**src/rtl/fetch_sequencer.sv**
```systemverilog
// Program-fetch controller for the 16 x 16 instruction ROM: owns the PC, executes
// JMP and HALT locally and hands every other instruction to the decoder via valid/ready.
module fetch_sequencer #(
    parameter int          AW      = 4,
    parameter int          DW      = 16,
    parameter logic [3:0]  JMP_OP  = 4'hE,
    parameter logic [3:0]  HALT_OP = 4'hF
) (
    input  logic          clk,
    input  logic          rst_n,
    input  logic          start,
    input  logic [AW-1:0] start_addr,
    output logic [AW-1:0] rom_addr,
    input  logic [DW-1:0] rom_data,
    output logic [DW-1:0] instr_data,
    output logic [AW-1:0] instr_addr,
    output logic          instr_valid,
    input  logic          instr_ready,
    input  logic          redir_valid,
    input  logic [AW-1:0] redir_addr,
    output logic          halted,
    output logic          busy,
    output logic [7:0]    fetch_cnt
);

    typedef enum logic [1:0] {
        IDLE,
        FETCH,
        HOLD,
        HALTED
    } state_t;

    state_t        state;
    state_t        state_next;

    logic [AW-1:0] pc;
    logic [AW-1:0] pc_next;
    logic          pc_load;
    logic          capture;
    logic          valid_clr;
    logic          cnt_inc;
    logic          cnt_clr;
    logic          halt_set;
    logic          halt_clr;
    logic [3:0]    opcode;

    assign opcode   = rom_data[DW-1:DW-4];
    assign rom_addr = pc;

    always_ff @(posedge clk or negedge rst_n) begin
        if (!rst_n) begin
            state <= IDLE;
        end else begin
            state <= state_next;
        end
    end

    // Redirect outranks the fetched opcode, so a redirected word is never decoded.
    always_comb begin
        state_next = state;
        case (state)
            IDLE: begin
                if (start) begin
                    state_next = FETCH;
                end
            end
            FETCH: begin
                if (redir_valid) begin
                    state_next = FETCH;
                end else if (opcode == JMP_OP) begin
                    state_next = FETCH;
                end else if (opcode == HALT_OP) begin
                    state_next = HALTED;
                end else begin
                    state_next = HOLD;
                end
            end
            HOLD: begin
                if (redir_valid || instr_ready) begin
                    state_next = FETCH;
                end
            end
            HALTED: begin
                if (start) begin
                    state_next = FETCH;
                end
            end
            default: state_next = IDLE;
        endcase
    end

    always_comb begin
        busy      = (state == FETCH) || (state == HOLD);
        pc_next   = pc;
        pc_load   = 1'b0;
        capture   = 1'b0;
        valid_clr = 1'b0;
        cnt_inc   = 1'b0;
        cnt_clr   = 1'b0;
        halt_set  = 1'b0;
        halt_clr  = 1'b0;
        case (state)
            IDLE: begin
                if (start) begin
                    pc_load = 1'b1;
                    pc_next = start_addr;
                    cnt_clr = 1'b1;
                end
            end
            FETCH: begin
                if (redir_valid) begin
                    pc_load = 1'b1;
                    pc_next = redir_addr;
                end else if (opcode == JMP_OP) begin
                    pc_load = 1'b1;
                    pc_next = rom_data[AW-1:0];
                end else if (opcode == HALT_OP) begin
                    halt_set = 1'b1;
                end else begin
                    capture = 1'b1;
                end
            end
            HOLD: begin
                // A redirect still counts the held instruction if the handshake fired.
                if (redir_valid) begin
                    valid_clr = 1'b1;
                    pc_load   = 1'b1;
                    pc_next   = redir_addr;
                    cnt_inc   = instr_ready;
                end else if (instr_ready) begin
                    valid_clr = 1'b1;
                    pc_load   = 1'b1;
                    pc_next   = pc + AW'(1);
                    cnt_inc   = 1'b1;
                end
            end
            HALTED: begin
                if (start) begin
                    halt_clr = 1'b1;
                    pc_load  = 1'b1;
                    pc_next  = start_addr;
                    cnt_clr  = 1'b1;
                end
            end
            default: begin
                busy = 1'b0;
            end
        endcase
    end

    always_ff @(posedge clk or negedge rst_n) begin
        if (!rst_n) begin
            pc          <= '0;
            instr_data  <= '0;
            instr_addr  <= '0;
            instr_valid <= 1'b0;
            halted      <= 1'b0;
            fetch_cnt   <= 8'd0;
        end else begin
            if (pc_load) begin
                pc <= pc_next;
            end
            if (capture) begin
                instr_data  <= rom_data;
                instr_addr  <= pc;
                instr_valid <= 1'b1;
            end else if (valid_clr) begin
                instr_valid <= 1'b0;
            end
            if (halt_set) begin
                halted <= 1'b1;
            end else if (halt_clr) begin
                halted <= 1'b0;
            end
            if (cnt_clr) begin
                fetch_cnt <= 8'd0;
            end else if (cnt_inc && (fetch_cnt != 8'hFF)) begin
                fetch_cnt <= fetch_cnt + 8'd1;
            end
        end
    end

endmodule

```
**config.mk**
```make
export PLATFORM = sky130hd
export DESIGN_NAME = fetch_sequencer
export DESIGN_NICKNAME = d
export VERILOG_FILES = /design/src/rtl/fetch_sequencer.sv
export SDC_FILE = /design/constraint.sdc
export NUM_CORES = 1
export LEC_CHECK = 0
export BUFFER_PORTS_ARGS = -buffer_cell sky130_fd_sc_hd__buf_2
export CORE_MARGIN = 4
export CORE_UTILIZATION = 49
export DETAILED_ROUTE_END_ITERATION = 10
export PLACE_DENSITY = 0.79
export SYNTH_ARGS = -nofsm -noshare
export SYNTH_HDL_FRONTEND = slang
export SYNTH_SLANG_ARGS = --single-unit
```
**constraint.sdc**
```tcl
create_clock -name clk -period 2.55 [get_ports clk]
set_clock_uncertainty 0.2 [all_clocks]
set_input_delay 0.3825 -clock clk [delete_from_list [all_inputs] [get_ports clk]]
set_output_delay 0.3825 -clock clk [all_outputs]
set_load 0.05 [all_outputs]
```
==> results of run 1 <==
==> kinds of logic after synthesis <==
group	count (synthesis)
buffers and inverters	12
muxes	28
and+or+nand+nor	43
AOI/OAI and AO/OA	30
xor gates and xnor gates	4
adders and majority gates	5
DFF	36
==> layout make-up <==
class                   count  area share (%)
clock inverters             2            1.60
clock buffers               6            1.88
inverters                   6            1.03
multi-input cells         110            37.0
flip-flops and latches     36            41.1
well taps                  46            2.62
repair buffers             64            14.8
==> cell usage in the layout, fill, tap and decap left out, types with 3 or more instances in the layout <==
cell       n
a21oi_1   10
a31oi_1    4
and3_1     3
buf_2     63
clkbuf_4   5
dfrtp_1   36
ha_1       5
inv_1      6
mux2_1    21
mux2i_1    5
nand2_1   15
nand3_1    7
nor2_1     6
nor3_1     3
o21ai_0    4
o21ai_1    4
==> metal layers <==
layer,track usage [%],up-vias,part of all wire (%)
met2,30.3,56,49
met1,21.9,672,42
met5,0,-,0
met4,8.44,0,1.3
met3,5.09,6,7.4
li1,-,690,-
==> where the power goes <==
part	total [mW]	switching, mW	internal (mW)
sequential	0.955	0.152	0.803
combinational	1.75	1.26	0.492
clock	0.396	0.190	0.205
==> sequential cells by signal (all words and copies together), names as in the netlist <==
signal	cells
state	2
halted	1
instr_data	16
instr_addr	4
instr_valid	1
fetch_cnt	8
rom_addr	4
==> how the worst min path moves through the flow <==
stage	start	slack (ps)	to	depth (start not counted)
floorplan	rst_n	-110	fetch_cnt[0]$_DFFE_PN0P_	0
global placement	instr_valid$_DFFE_PN0P_	260	instr_valid$_DFFE_PN0P_	2
detailed placement	halted$_DFFE_PN0P_	270	halted$_DFFE_PN0P_	2
CTS	rom_data[11]	30	instr_data[11]$_DFFE_PN0P_	2
global route	rom_data[10]	40	instr_data[10]$_DFFE_PN0P_	2
finish	rom_data[11]	50	instr_data[11]$_DFFE_PN0P_	2
==> flow_summary_export.csv, run 1 <==
group,metric,value,unit
synth,synthAdderAreaFrac,3.52,%
place,dp_slack,400,ps
route,wl_per_cell,14.2,um
synth,synth_area,1780,um^2
setup_path,crit_family,"simple AND/OR/NAND/NOR gates",
synth,synth-seq-area-share,50.6,%
synth,synth-compound-area-share,10.5,%
place,dp_cells,261,
setup_path,r2r_end,"instr_data[14]$_DFFE_PN0P_",
sta,tns,0,ps
sta,setup_slack,382,ps
synth,synth_nets,192,
clock_tree,clkTransAtPathRegs,100,ps
clock_tree,worstSkewPairLatency,340,ps
setup_path,crit_chain,"inv_1 > ha_1 > and2b_4 > nand2_2 > mux2_1",
min_path,min_path_type,"in2reg",
setup_path,end_kind,"register",
setup_path,rrSetupSlack,380,ps
route,vias,1424,
setup_path,critPathMaxStageDelay,430,ps
sta,holdWs,48.4,ps
setup_path,worstPathArrival,2190,ps
sta,slew_headroom,47.5,%
synth,synth_xor_area_share,1.97,%
synth,synth_top_area_share,50.6,%
setup_path,r2r-start,"state[1]$_DFFE_PN0P_",
setup_path,path_class,"reg2reg",
synth,yosysWarningCount,0,
clock_tree,cts_tree,"built",
place,io_buffer_count,63,
finish,syn_to_final_growth,23.3,%
power,power.ir.vdd_worst,0.855,mV
setup_path,cp.depth,5,
die,ios,64,
route,dr.first_iter.drc_count,82,
synth,synth_top_family_by_area,"multiplexers",
grt,grt_first_pass_wirelength,6.30,mm
setup_path,crit_slowest_cell,"mux2_1",
clock_tree,clk_path_buf_depth,2,
run,maxCapViolations,0,
die,core.rowCount,21,
synth,synth_async_sr_flop_share,100,%
synth,yosys.cell_count.top_type,"dfrtp_1",
die,die_area,4660,um^2
die,die_width,68.3,um
finish,multi_input_area,811,um^2
synth,synth_edf_count,0,
clock_tree,cts_buffers,5,
setup_path,required,2580,ps
synth,synth.avg_cell_area,11.3,um^2
route,totalWireLength,3.85,mm
route,ant_nets,0,
setup_path,critPathLaunchType,"register",
finish,diodes,0,
setup_path,crit_fanout,21,
finish,finish.net_count,257,
power,power_per_cell_area,1420,nW/um^2
route,vias_per_cell,5.27,
die,die_h,68.3,um
grt,grt_max_degree,37,
finish,drive_gt1_share,34.4,%
clock_tree,ctsResizeCount,0,
power,total_power,3.10,mW
die,start_util,52.1,%
setup_path,critPathBufInv,1,
synth,yosys-top-cells-area,"dfrtp_1, mux2_1, ha_1",
die,coreArea,3420,um^2
setup_path,endpoint,"instr_data[14]$_DFFE_PN0P_",
setup_path,rr_worst_depth,5,
sta,tightest_slew,787,ps
clock_tree,root_buffer,"clkbuf_4",
finish,final-seq-area,901,um^2
grt,grtUsageTotal,18.3,%
route,post-route-drc-count,0,
sta,period_needed,2170,ps
finish,final_cell_area,2190,um^2
sta,finalMaxSlewViolations,0,
clock_tree,h-tree-depth,2,
clock_tree,cts_sinks,36,
finish,fin_cells,270,
synth,syn-instance-count,158,
grt,grt_antenna_before_repair,0,
grt,grt_pass1_vias,1433,
place,hpwl,2.84,mm
synth,synth_top_area_cell,"dfrtp_1",
synth,yosys-top-cells-count,"dfrtp_1, mux2_1, nand2_1, a21oi_1, nand3_1",
synth,synth-simple-area-share,12.2,%
grt,grt_overflow,0,
sta,fmax,0.461,GHz
sta,rsz0062_at_grt,"false",
finish,n_fill_cell,301,
clock_tree,cts_hold_buffers,1,
status,status,"complete, no violations",
synth,muxShareOfSynthArea,17.4,%
synth,synth_cell_types,35,
sta,post-route-period-util,85.0,%
sta,report.final.setup_viol,0,
power,power.leakage,1.10,nW
synth,ys_seq_elements,36,
synth,ys.flop_type,"dfrtp_1",
place,routabilityCongestion,0.815,
route,dr.pass1.iters,6,
finish,fin_util,64.2,%
setup_path,crit_start,"state[1]$_DFFE_PN0P_",
sta,finalHoldViolCount,0,
clock_tree,postCtsSetupRepairBufs,0,
place,placedInstanceArea,2110,um^2
Power figures use the tool's default switching activity.
==> run 2: changes to the inputs <==
CORE_UTILIZATION = 51   (was 49)
CTS_BUF_LIST = sky130_fd_sc_hd__clkbuf_4 sky130_fd_sc_hd__clkbuf_8   (was default)
PLACE_DENSITY = 0.82   (was 0.79)
==> run 2 against run 1 <==
Non-clock buffer count stayed put. Clock-buffer cell count is 1 lower. First-iteration DRC count is 18% higher. Global-route usage is 0.99 points higher. Combinational power hardly changed. Wire length is 2.7% lower. Via count is 0.28% lower.
==> flow_summary_export.csv, run 2 (same netlist as run 1, synthesis figures left out) <==
group,metric,value,unit
route,post-route-drc-count,0,
clock_tree,cts_tree,"built",
finish,fin_cells,270,
place,io_buffer_count,63,
grt,grt_overflow,0,
setup_path,r2r_end,"instr_data[3]$_DFFE_PN0P_",
finish,reg_top3,"instr_data (16), fetch_cnt (8)",
sta,fmax,0.466,GHz
setup_path,required,2570,ps
finish,diodes,0,
sta,finalMaxSlewViolations,0,
setup_path,crit_slowest_cell,"dfrtp_1",
clock_tree,h-tree-depth,2,
finish,final_common_cell,"buf_2",
status,status,"complete, no violations",
die,start_util,52.9,%
finish,syn_to_final_growth,26.2,%
setup_path,critPathMaxStageDelay,420,ps
finish,drive_gt1_share,34.8,%
clock_tree,postCtsSetupRepairBufs,0,
min_path,whs_path_depth,2,
place,dp_slack,407,ps
power,power.ir.vdd_worst,0.821,mV
setup_path,rr_worst_depth,5,
route,totalWireLength,3.74,mm
grt,grt_max_degree,37,
route,dr.first_iter.drc_count,97,
power,p_int,1.70,mW
setup_path,end_kind,"register",
clock_tree,cts_sinks,36,
setup_path,crit_family,"simple AND/OR/NAND/NOR gates",
sta,tns,0,ps
finish,largest_reg_flops,16,
grt,grt_pass1_vias,1421,
clock_tree,root_buffer,"clkbuf_4",
route,vias_per_cell,5.26,
setup_path,r2r-start,"state[1]$_DFFE_PN0P_",
sta,post-route-period-util,84.2,%
min_path,min_path_type,"in2reg",
grt,grt_antenna_before_repair,0,
sta,setup_slack,404,ps
setup_path,critPathBufInv,1,
clock_tree,clkTransAtPathRegs,110,ps
sta,period_needed,2150,ps
power,p_sw,1.60,mW
sta,rsz0062_at_grt,"false",
sta,tightest_slew,774,ps
power,p_clk_share,18.0,%
place,hpwl,2.84,mm
grt,grtUsageTotal,19.3,%
finish,final_cell_mix,"buf_2, dfrtp_1, mux2_1",
sta,slew_headroom,48.4,%
place,routabilityCongestion,0.881,
place,dp_cells,261,
route,ant_nets,0,
finish,final_cell_area,2240,um^2
clock_tree,clk_path_buf_depth,2,
min_path,hold_end,"instr_data[7]$_DFFE_PN0P_",
setup_path,rrSetupSlack,400,ps
clock_tree,cts_buffers,5,
clock_tree,worstSkewPairLatency,330,ps
setup_path,worstPathArrival,2160,ps
die,die_width,67.1,um
finish,fin_util,66.7,%
power,seq_power_share,28.8,%
route,dr.pass1.iters,6,
power,power.leakage,1.13,nW
finish,finish.net_count,257,
finish,n_fill_cell,298,
clock_tree,ctsResizeCount,0,
route,vias,1420,
run,maxCapViolations,0,
power,total_power,3.30,mW
setup_path,critPathLaunchType,"register",
sta,report.final.setup_viol,0,
power,sw_frac_of_total,48.5,%
place,placedInstanceArea,2110,um^2
power,power_per_cell_area,1470,nW/um^2
finish,top_register,"instr_data",
setup_path,crit_chain,"inv_1 > ha_1 > and2b_4 > nand2_2 > mux2_1",
die,ios,64,
grt,grt_first_pass_wirelength,6.49,mm
setup_path,path_class,"reg2reg",
die,core.rowCount,21,
route,wl_per_cell,13.9,um
die,coreArea,3360,um^2
setup_path,crit_fanout,21,
sta,finalHoldViolCount,0,
min_path,hp-start,"rom_data[7]",
sta,holdWs,48.5,ps
clock_tree,cts_hold_buffers,1,
die,die_area,4500,um^2
die,die_h,67.1,um
power,power_frac_comb,53.2,%
run 2: changes by cell type in the layout (fill, tap and decap cells not counted), sizes merged:
| cell | change |
|---|---|
| bufinv | +2 |
| clkbuf | -1 |
| clkinv | -1 |
run 2: area by class of cell:
cell class	count	area [um^2]	share of cell area, %
Sequential cell	36	901	40.1
Multi-Input combinational cell	110	811	36.1
Timing Repair Buffer	64	325	14.5
Clock inverter	3	90.1	4.01
Tap cell	46	57.6	2.56
Clock buffer	5	37.5	1.67
Inverter	6	22.5	1.00
run 2: worst register-to-register path: stages (launching register included):
cell,delay [ps]
dfrtp_1,420
inv_1,80
ha_1,350
and2b_4,250
nand2_2,300
mux2_1,420
run 2: how the worst max path moves through the flow:
stage	start	to	slack, ps	cells past startpoint
2_1_floorplan	rom_addr[0]$_DFFE_PN0P_	rom_addr[1]$_DFFE_PN0P_	470	5
5_1_grt	state[1]$_DFFE_PN0P_	instr_data[3]$_DFFE_PN0P_	260	5
4_1_cts	state[1]$_DFFE_PN0P_	instr_data[3]$_DFFE_PN0P_	370	5
3_3_place_gp	state[1]$_DFFE_PN0P_	instr_data[14]$_DFFE_PN0P_	460	5
6_report	state[1]$_DFFE_PN0P_	instr_data[3]$_DFFE_PN0P_	400	5
3_5_place_dp	state[1]$_DFFE_PN0P_	instr_addr[3]$_DFFE_PN0P_	410	5
run 2: routing by layer:
layer	global-route usage, %	share of wire, %	vias up
li1	-	-	693
met5	0	0	-
met4	6.84	1.5	0
met1	24.1	44	679
met2	31.4	49	42
met3	5.56	5.9	6
run 2: power by group through the flow:
stage | clock network (mW) | registers [mW] | logic [mW]
2_1_floorplan | 0 | 1.71 | 0.629
3_3_place_gp | 0 | 0.956 | 1.73
3_5_place_dp | 0 | 0.967 | 1.76
4_1_cts | 0.604 | 0.954 | 1.77
5_1_grt | 0.630 | 0.994 | 1.88
6_report | 0.593 | 0.951 | 1.75
